$ cat config.mk
export PLATFORM = sky130hd
export DESIGN_NAME = ram_fifo_ctrl
export DESIGN_NICKNAME = d
export VERILOG_FILES = /design/src/rtl/ram_fifo_ctrl.sv
export SDC_FILE = /design/constraint.sdc
export NUM_CORES = 1
export LEC_CHECK = 0
export CAP_MARGIN = 40
export CORE_ASPECT_RATIO = 0.7
export CORE_MARGIN = 3
export CORE_UTILIZATION = 35
export CTS_CLUSTER_DIAMETER = 60
export DETAILED_ROUTE_END_ITERATION = 8
export GPL_ROUTABILITY_DRIVEN = 0
export PLACE_DENSITY = 0.63
export SKIP_CTS_REPAIR_TIMING = 1
export SYNTH_ARGS = -nofsm -noshare
export SYNTH_HDL_FRONTEND = slang
export SYNTH_SLANG_ARGS = --single-unit
$ cat constraint.sdc
create_clock -name clk -period 2.8 [get_ports clk]
set_clock_uncertainty 0.1 [all_clocks]
set_input_delay 0.84 -clock clk [delete_from_list [all_inputs] [get_ports clk]]
set_output_delay 0.84 -clock clk [all_outputs]
set_load 0.02 [all_outputs]
$ cat src/rtl/ram_fifo_ctrl.sv
// ram_fifo_ctrl: single-clock FIFO controller that sequences an external
// dual-port RAM (registered read port) as FIFO storage. This block owns
// the pointers, the occupancy count, the status flags and the error pulses.
// Read data returns from the RAM one cycle after an accepted pop.
module ram_fifo_ctrl #(
  parameter int DATA_WIDTH   = 8,
  parameter int DEPTH        = 512,
  parameter int ADDR_WIDTH   = 9,
  parameter int AFULL_LEVEL  = 496,
  parameter int AEMPTY_LEVEL = 16
) (
  input  logic                  clk,
  input  logic                  rst_n,
  input  logic                  push,
  input  logic [DATA_WIDTH-1:0] push_data,
  input  logic                  pop,
  output logic [DATA_WIDTH-1:0] dout,
  output logic                  dout_valid,
  output logic                  full,
  output logic                  empty,
  output logic                  almost_full,
  output logic                  almost_empty,
  output logic [ADDR_WIDTH:0]   count,
  output logic                  ovf,
  output logic                  udf,
  output logic                  ram_wr_en,
  output logic [ADDR_WIDTH-1:0] ram_wr_addr,
  output logic [DATA_WIDTH-1:0] ram_wr_data,
  output logic                  ram_rd_en,
  output logic [ADDR_WIDTH-1:0] ram_rd_addr,
  input  logic [DATA_WIDTH-1:0] ram_rd_data
);

  // Sized constants so every compare and increment is width-matched.
  localparam logic [ADDR_WIDTH:0]   DEPTH_C    = (ADDR_WIDTH+1)'(DEPTH);
  localparam logic [ADDR_WIDTH:0]   AFULL_C    = (ADDR_WIDTH+1)'(AFULL_LEVEL);
  localparam logic [ADDR_WIDTH:0]   AEMPTY_C   = (ADDR_WIDTH+1)'(AEMPTY_LEVEL);
  localparam logic [ADDR_WIDTH:0]   CNT_ONE_C  = (ADDR_WIDTH+1)'(1);
  localparam logic [ADDR_WIDTH:0]   CNT_ZERO_C = (ADDR_WIDTH+1)'(0);
  localparam logic [ADDR_WIDTH-1:0] PTR_ONE_C  = ADDR_WIDTH'(1);
  localparam logic [ADDR_WIDTH-1:0] PTR_ZERO_C = ADDR_WIDTH'(0);
  localparam logic [ADDR_WIDTH-1:0] PTR_LAST_C = ADDR_WIDTH'(DEPTH - 1);

  logic [ADDR_WIDTH-1:0] wr_ptr_r;
  logic [ADDR_WIDTH-1:0] rd_ptr_r;
  logic [ADDR_WIDTH:0]   count_r;
  logic                  full_r;
  logic                  empty_r;
  logic                  afull_r;
  logic                  aempty_r;
  logic                  dout_valid_r;
  logic                  ovf_r;
  logic                  udf_r;

  logic                  push_acc_s;
  logic                  pop_acc_s;
  logic [ADDR_WIDTH-1:0] wr_ptr_nxt_s;
  logic [ADDR_WIDTH-1:0] rd_ptr_nxt_s;
  logic [ADDR_WIDTH:0]   count_nxt_s;

  // Acceptance uses the current flags only: no bypass between push and pop.
  assign push_acc_s = push & ~full_r;
  assign pop_acc_s  = pop  & ~empty_r;

  // RAM ports are driven straight from the current pointers.
  assign ram_wr_en   = push_acc_s;
  assign ram_wr_addr = wr_ptr_r;
  assign ram_wr_data = push_data;
  assign ram_rd_en   = pop_acc_s;
  assign ram_rd_addr = rd_ptr_r;

  // The RAM read register holds between pops, so dout needs no local copy.
  assign dout         = ram_rd_data;
  assign dout_valid   = dout_valid_r;
  assign full         = full_r;
  assign empty        = empty_r;
  assign almost_full  = afull_r;
  assign almost_empty = aempty_r;
  assign count        = count_r;
  assign ovf          = ovf_r;
  assign udf          = udf_r;

  // Next write pointer: explicit wrap at DEPTH-1 so DEPTH need not be 2^n.
  always_comb begin
    wr_ptr_nxt_s = wr_ptr_r;
    if (push_acc_s) begin
      if (wr_ptr_r == PTR_LAST_C) begin
        wr_ptr_nxt_s = PTR_ZERO_C;
      end else begin
        wr_ptr_nxt_s = wr_ptr_r + PTR_ONE_C;
      end
    end else begin
      wr_ptr_nxt_s = wr_ptr_r;
    end
  end

  // Next read pointer: same explicit wrap as the write side.
  always_comb begin
    rd_ptr_nxt_s = rd_ptr_r;
    if (pop_acc_s) begin
      if (rd_ptr_r == PTR_LAST_C) begin
        rd_ptr_nxt_s = PTR_ZERO_C;
      end else begin
        rd_ptr_nxt_s = rd_ptr_r + PTR_ONE_C;
      end
    end else begin
      rd_ptr_nxt_s = rd_ptr_r;
    end
  end

  // Next occupancy: simultaneous accepted push and pop cancel out.
  always_comb begin
    count_nxt_s = count_r;
    case ({push_acc_s, pop_acc_s})
      2'b10:   count_nxt_s = count_r + CNT_ONE_C;
      2'b01:   count_nxt_s = count_r - CNT_ONE_C;
      default: count_nxt_s = count_r;
    endcase
  end

  // State and status registers; flags come from next-state count.
  always_ff @(posedge clk or negedge rst_n) begin
    if (!rst_n) begin
      wr_ptr_r     <= PTR_ZERO_C;
      rd_ptr_r     <= PTR_ZERO_C;
      count_r      <= CNT_ZERO_C;
      full_r       <= 1'b0;
      empty_r      <= 1'b1;
      afull_r      <= 1'b0;
      aempty_r     <= 1'b1;
      dout_valid_r <= 1'b0;
      ovf_r        <= 1'b0;
      udf_r        <= 1'b0;
    end else begin
      wr_ptr_r     <= wr_ptr_nxt_s;
      rd_ptr_r     <= rd_ptr_nxt_s;
      count_r      <= count_nxt_s;
      full_r       <= (count_nxt_s == DEPTH_C);
      empty_r      <= (count_nxt_s == CNT_ZERO_C);
      afull_r      <= (count_nxt_s >= AFULL_C);
      aempty_r     <= (count_nxt_s <= AEMPTY_C);
      dout_valid_r <= pop_acc_s;
      ovf_r        <= push & full_r;
      udf_r        <= pop & empty_r;
    end
  end

endmodule
==> impl_metrics.toml <==
[run_status]
status = "finished with violations"
violations = "negative setup slack"

[timing]
grt_setup_unrepaired = "yes"
drv_slew = 0
tightest_slew_ns = 0.807
fin_setup_tns_ns = -0.319
fin_ws_ns = -0.0995
finalCritPeriodShare_pct = 104
setup_viol = 5
relSlewSlack_pct = 46.2
hold_ws_ns = 0.400
min_period_ns = 2.90
clock.fmax_ghz = 0.345
hold_viol = 0

[floorplanning]
die_w_um = 109
fp.coreArea_um2 = 6940
fp.dieArea_um2 = 8470
die_h_um = 77.9
start_util_pct = 37.2
ios = 73
fp-row-count = 25

[detailed_routing]
postRouteAntennaNets = 0
vias = 2488
post_drt_wl_per_cell_um = 16.7
drt_iter0_markers = 287
drt_wl_total_mm = 7.34
viasPerCell = 5.68
drc = 0
drt-pass1-iter-count = 5

[hold_path]
hold_class = "flip-flop to flip-flop"
min_to = "ram_rd_addr[6]"
min_path_cells = 1
hold_start = "ram_rd_addr[6]"

[synthesis]
post-synth-top-count-cell = "dfrtp_1"
ys_seq_area_share_pct = 34.0
netlist.area_leader.share_pct = 32.0
ys_async_sr_fraction_pct = 100
yosysTopAreaCell = "dfrtp_1"
synth_flop_cell = "dfrtp_1"
ys_top_cells_by_count = "33 x dfrtp_1, 25 x nand2_1, 23 x o21ai_0, 18 x buf_4, 15 x nor2_1"
syn_nets = 317
syn-cell-area_um2 = 2580
synth_edf_count = 0
avgSynthCellArea_um2 = 8.91
synth.distinct_cells = 68
synth_top_cells_by_area = "dfrtp_1 32%, buf_4 5.2%, o21ai_0 4.5%"
ys_seq_elements = 35
yosysWarnings = 0
synth_cells = 290

[clock_network]
cts_buffers = 5
insertion_delay_ns = 0.30
clockBufferDepth = 2
cts_tree = "built"
path_clk_slew_ns = 0.08
cts.sinks = 35
cts_root_buffer = "clkbuf_8"
htreeDepth = 2

[setup_path]
crit_required_ns = 2.93
start_kind = "input port"
critical_path.max_stage_delay_ns = 0.40
path_max_fanout = 6
r2r_end = "almost_full"
r2r_slack_ns = -0.06
critical-path-top-delay-family = "compound AO/OA/AOI/OAI gates"
critPathSlowestCell = "a2111o_1"
worst-setup-path-type = "input port to flip-flop"
end_kind = "flip-flop"
worstPathArrival_ns = 3.03
cp_cell_sequence = "buf_6 > nand2b_4 > nand2_8 > xnor2_4 > ha_4 > or3b_1 > a2111o_1 > o221ai_2 > mux2i_2 > nand3b_1 > a41o_1"
r2r_start = "empty"
worst-path-buf-inv = 1
reg2reg_depth = 11

[grt]
antenna_found_initial = 0
track_usage_pct = 18.3
grt_pass1_vias = 2353
overflow = 0
grt_pass1_wl_mm = 12.4
grt_max_degree = 36

[layout]
diodes = 0
drive_above_1_share_pct = 24.4
layout.nets = 370
syn_to_final_growth_pct = 32.1

[run]
cap_violations = 0

[placement]
io_buffer_count = 40
hpwl_mm = 5.42

[power_and_ir_drop]
vdd_drop_max_mv = 0.658
power_density_nw_per_um2 = 1010
leakagePower_nw = 1.40
per-stage QoR:
| stage | power [mW] | instances | utilization [%] | cell area (um2) | setup WS, ns |
|---|---|---|---|---|---|
| 2_1_floorplan | 2.07 | 290 | - | 2630 | -0.205 |
| 3_3_place_gp | 2.87 | 429 | 46.5 | 3230 | -0.793 |
| 3_5_place_dp | 2.90 | 429 | 46.5 | 3230 | -0.928 |
| 4_1_cts | 3.38 | 437 | 48.1 | 3340 | -0.619 |
| 5_1_grt | 3.69 | 438 | 49.2 | 3410 | -0.187 |
| 6_report | 3.44 | 438 | 49.2 | 3410 | -0.0995 |
state kept, by name (all words and copies together), names as in the netlist:
register      count
ovf               1
ram_rd_addr       9
full              1
ram_wr_addr       9
almost_empty      1
empty             1
almost_full       1
count            10
dout_valid        1
udf               1
where the power goes:
group | leakage, nW | switching [mW] | internal [mW]
registers | 0.428 | 0.238 | 0.687
clock network | 0.0581 | 0.201 | 0.265
logic | 0.912 | 1.09 | 0.965
total | 1.40 | 1.52 | 1.92
worst max path at each step:
stage	to	slack, ns	depth (start not counted)	start
global placement	full	-0.79	12	pop
floorplan	full	-0.20	11	pop
global route	full	-0.19	12	pop
finish	almost_full	-0.1	11	push
detailed placement	full	-0.93	12	pop
CTS	full	-0.62	12	pop
area by class of cell:
class | instances | area [um2]
Clock inverter | 3 | 43.8
Fill cell | 677 | 3530
Clock buffer | 5 | 68.8
Sequential cell | 35 | 878
Inverter | 10 | 43.8
Timing Repair Buffer | 82 | 738
Multi-Input combinational cell | 209 | 1520
Tap cell | 94 | 118
layer usage:
layer | GRT usage (%) | vias up | wire length [um]
li1 | - | 1180 | -
met1 | 29.0 | 1184 | 3770
met2 | 23.5 | 114 | 2850
met3 | 5.57 | 10 | 658
met4 | 4.29 | 0 | 54
met5 | 0 | - | 0
layout by cell type, fill, tap and decap left out, types with 3 or more instances in the layout:
master | synthesis | routed
a211o_1 | 4 | 4
a21oi_1 | 6 | 6
a31oi_1 | 12 | 12
and3_1 | 8 | 8
buf_4 | 18 | 40
clkbuf_8 | 0 | 5
clkdlybuf4s50_1 | 0 | 35
dfrtp_1 | 33 | 33
ha_1 | 7 | 5
inv_1 | 6 | 6
nand2_1 | 25 | 25
nand2b_1 | 9 | 9
nand3_1 | 9 | 9
nand3b_1 | 3 | 3
nand4_1 | 4 | 4
nor2_1 | 15 | 15
nor3_1 | 8 | 8
nor4_1 | 3 | 3
nor4_2 | 4 | 4
o211ai_1 | 5 | 5
o21ai_0 | 23 | 23
o221ai_1 | 3 | 3
o31ai_1 | 8 | 8
cells by family after synthesis:
kind of cell | synth area share [%]
and+or+nand+nor | 26.9
AOI/OAI and AO/OA | 23.1
buffers and inverters | 10.1
DFF | 34.0
adders and majority gates | 3.39
xor gates and xnor gates | 1.36
muxes | 1.21
worst register-to-register path, stage by stage, from the launching register on:
cell      delay [ns]
dfstp_2         0.55
nand2b_4        0.15
inv_6           0.04
nand2_8         0.07
xnor2_4         0.12
ha_4            0.18
or3b_1          0.35
a2111o_1        0.40
o221ai_2        0.21
mux2i_2         0.28
nand3b_1        0.17
a41o_1          0.19
Note: power is estimated with default switching activity, not from simulation.
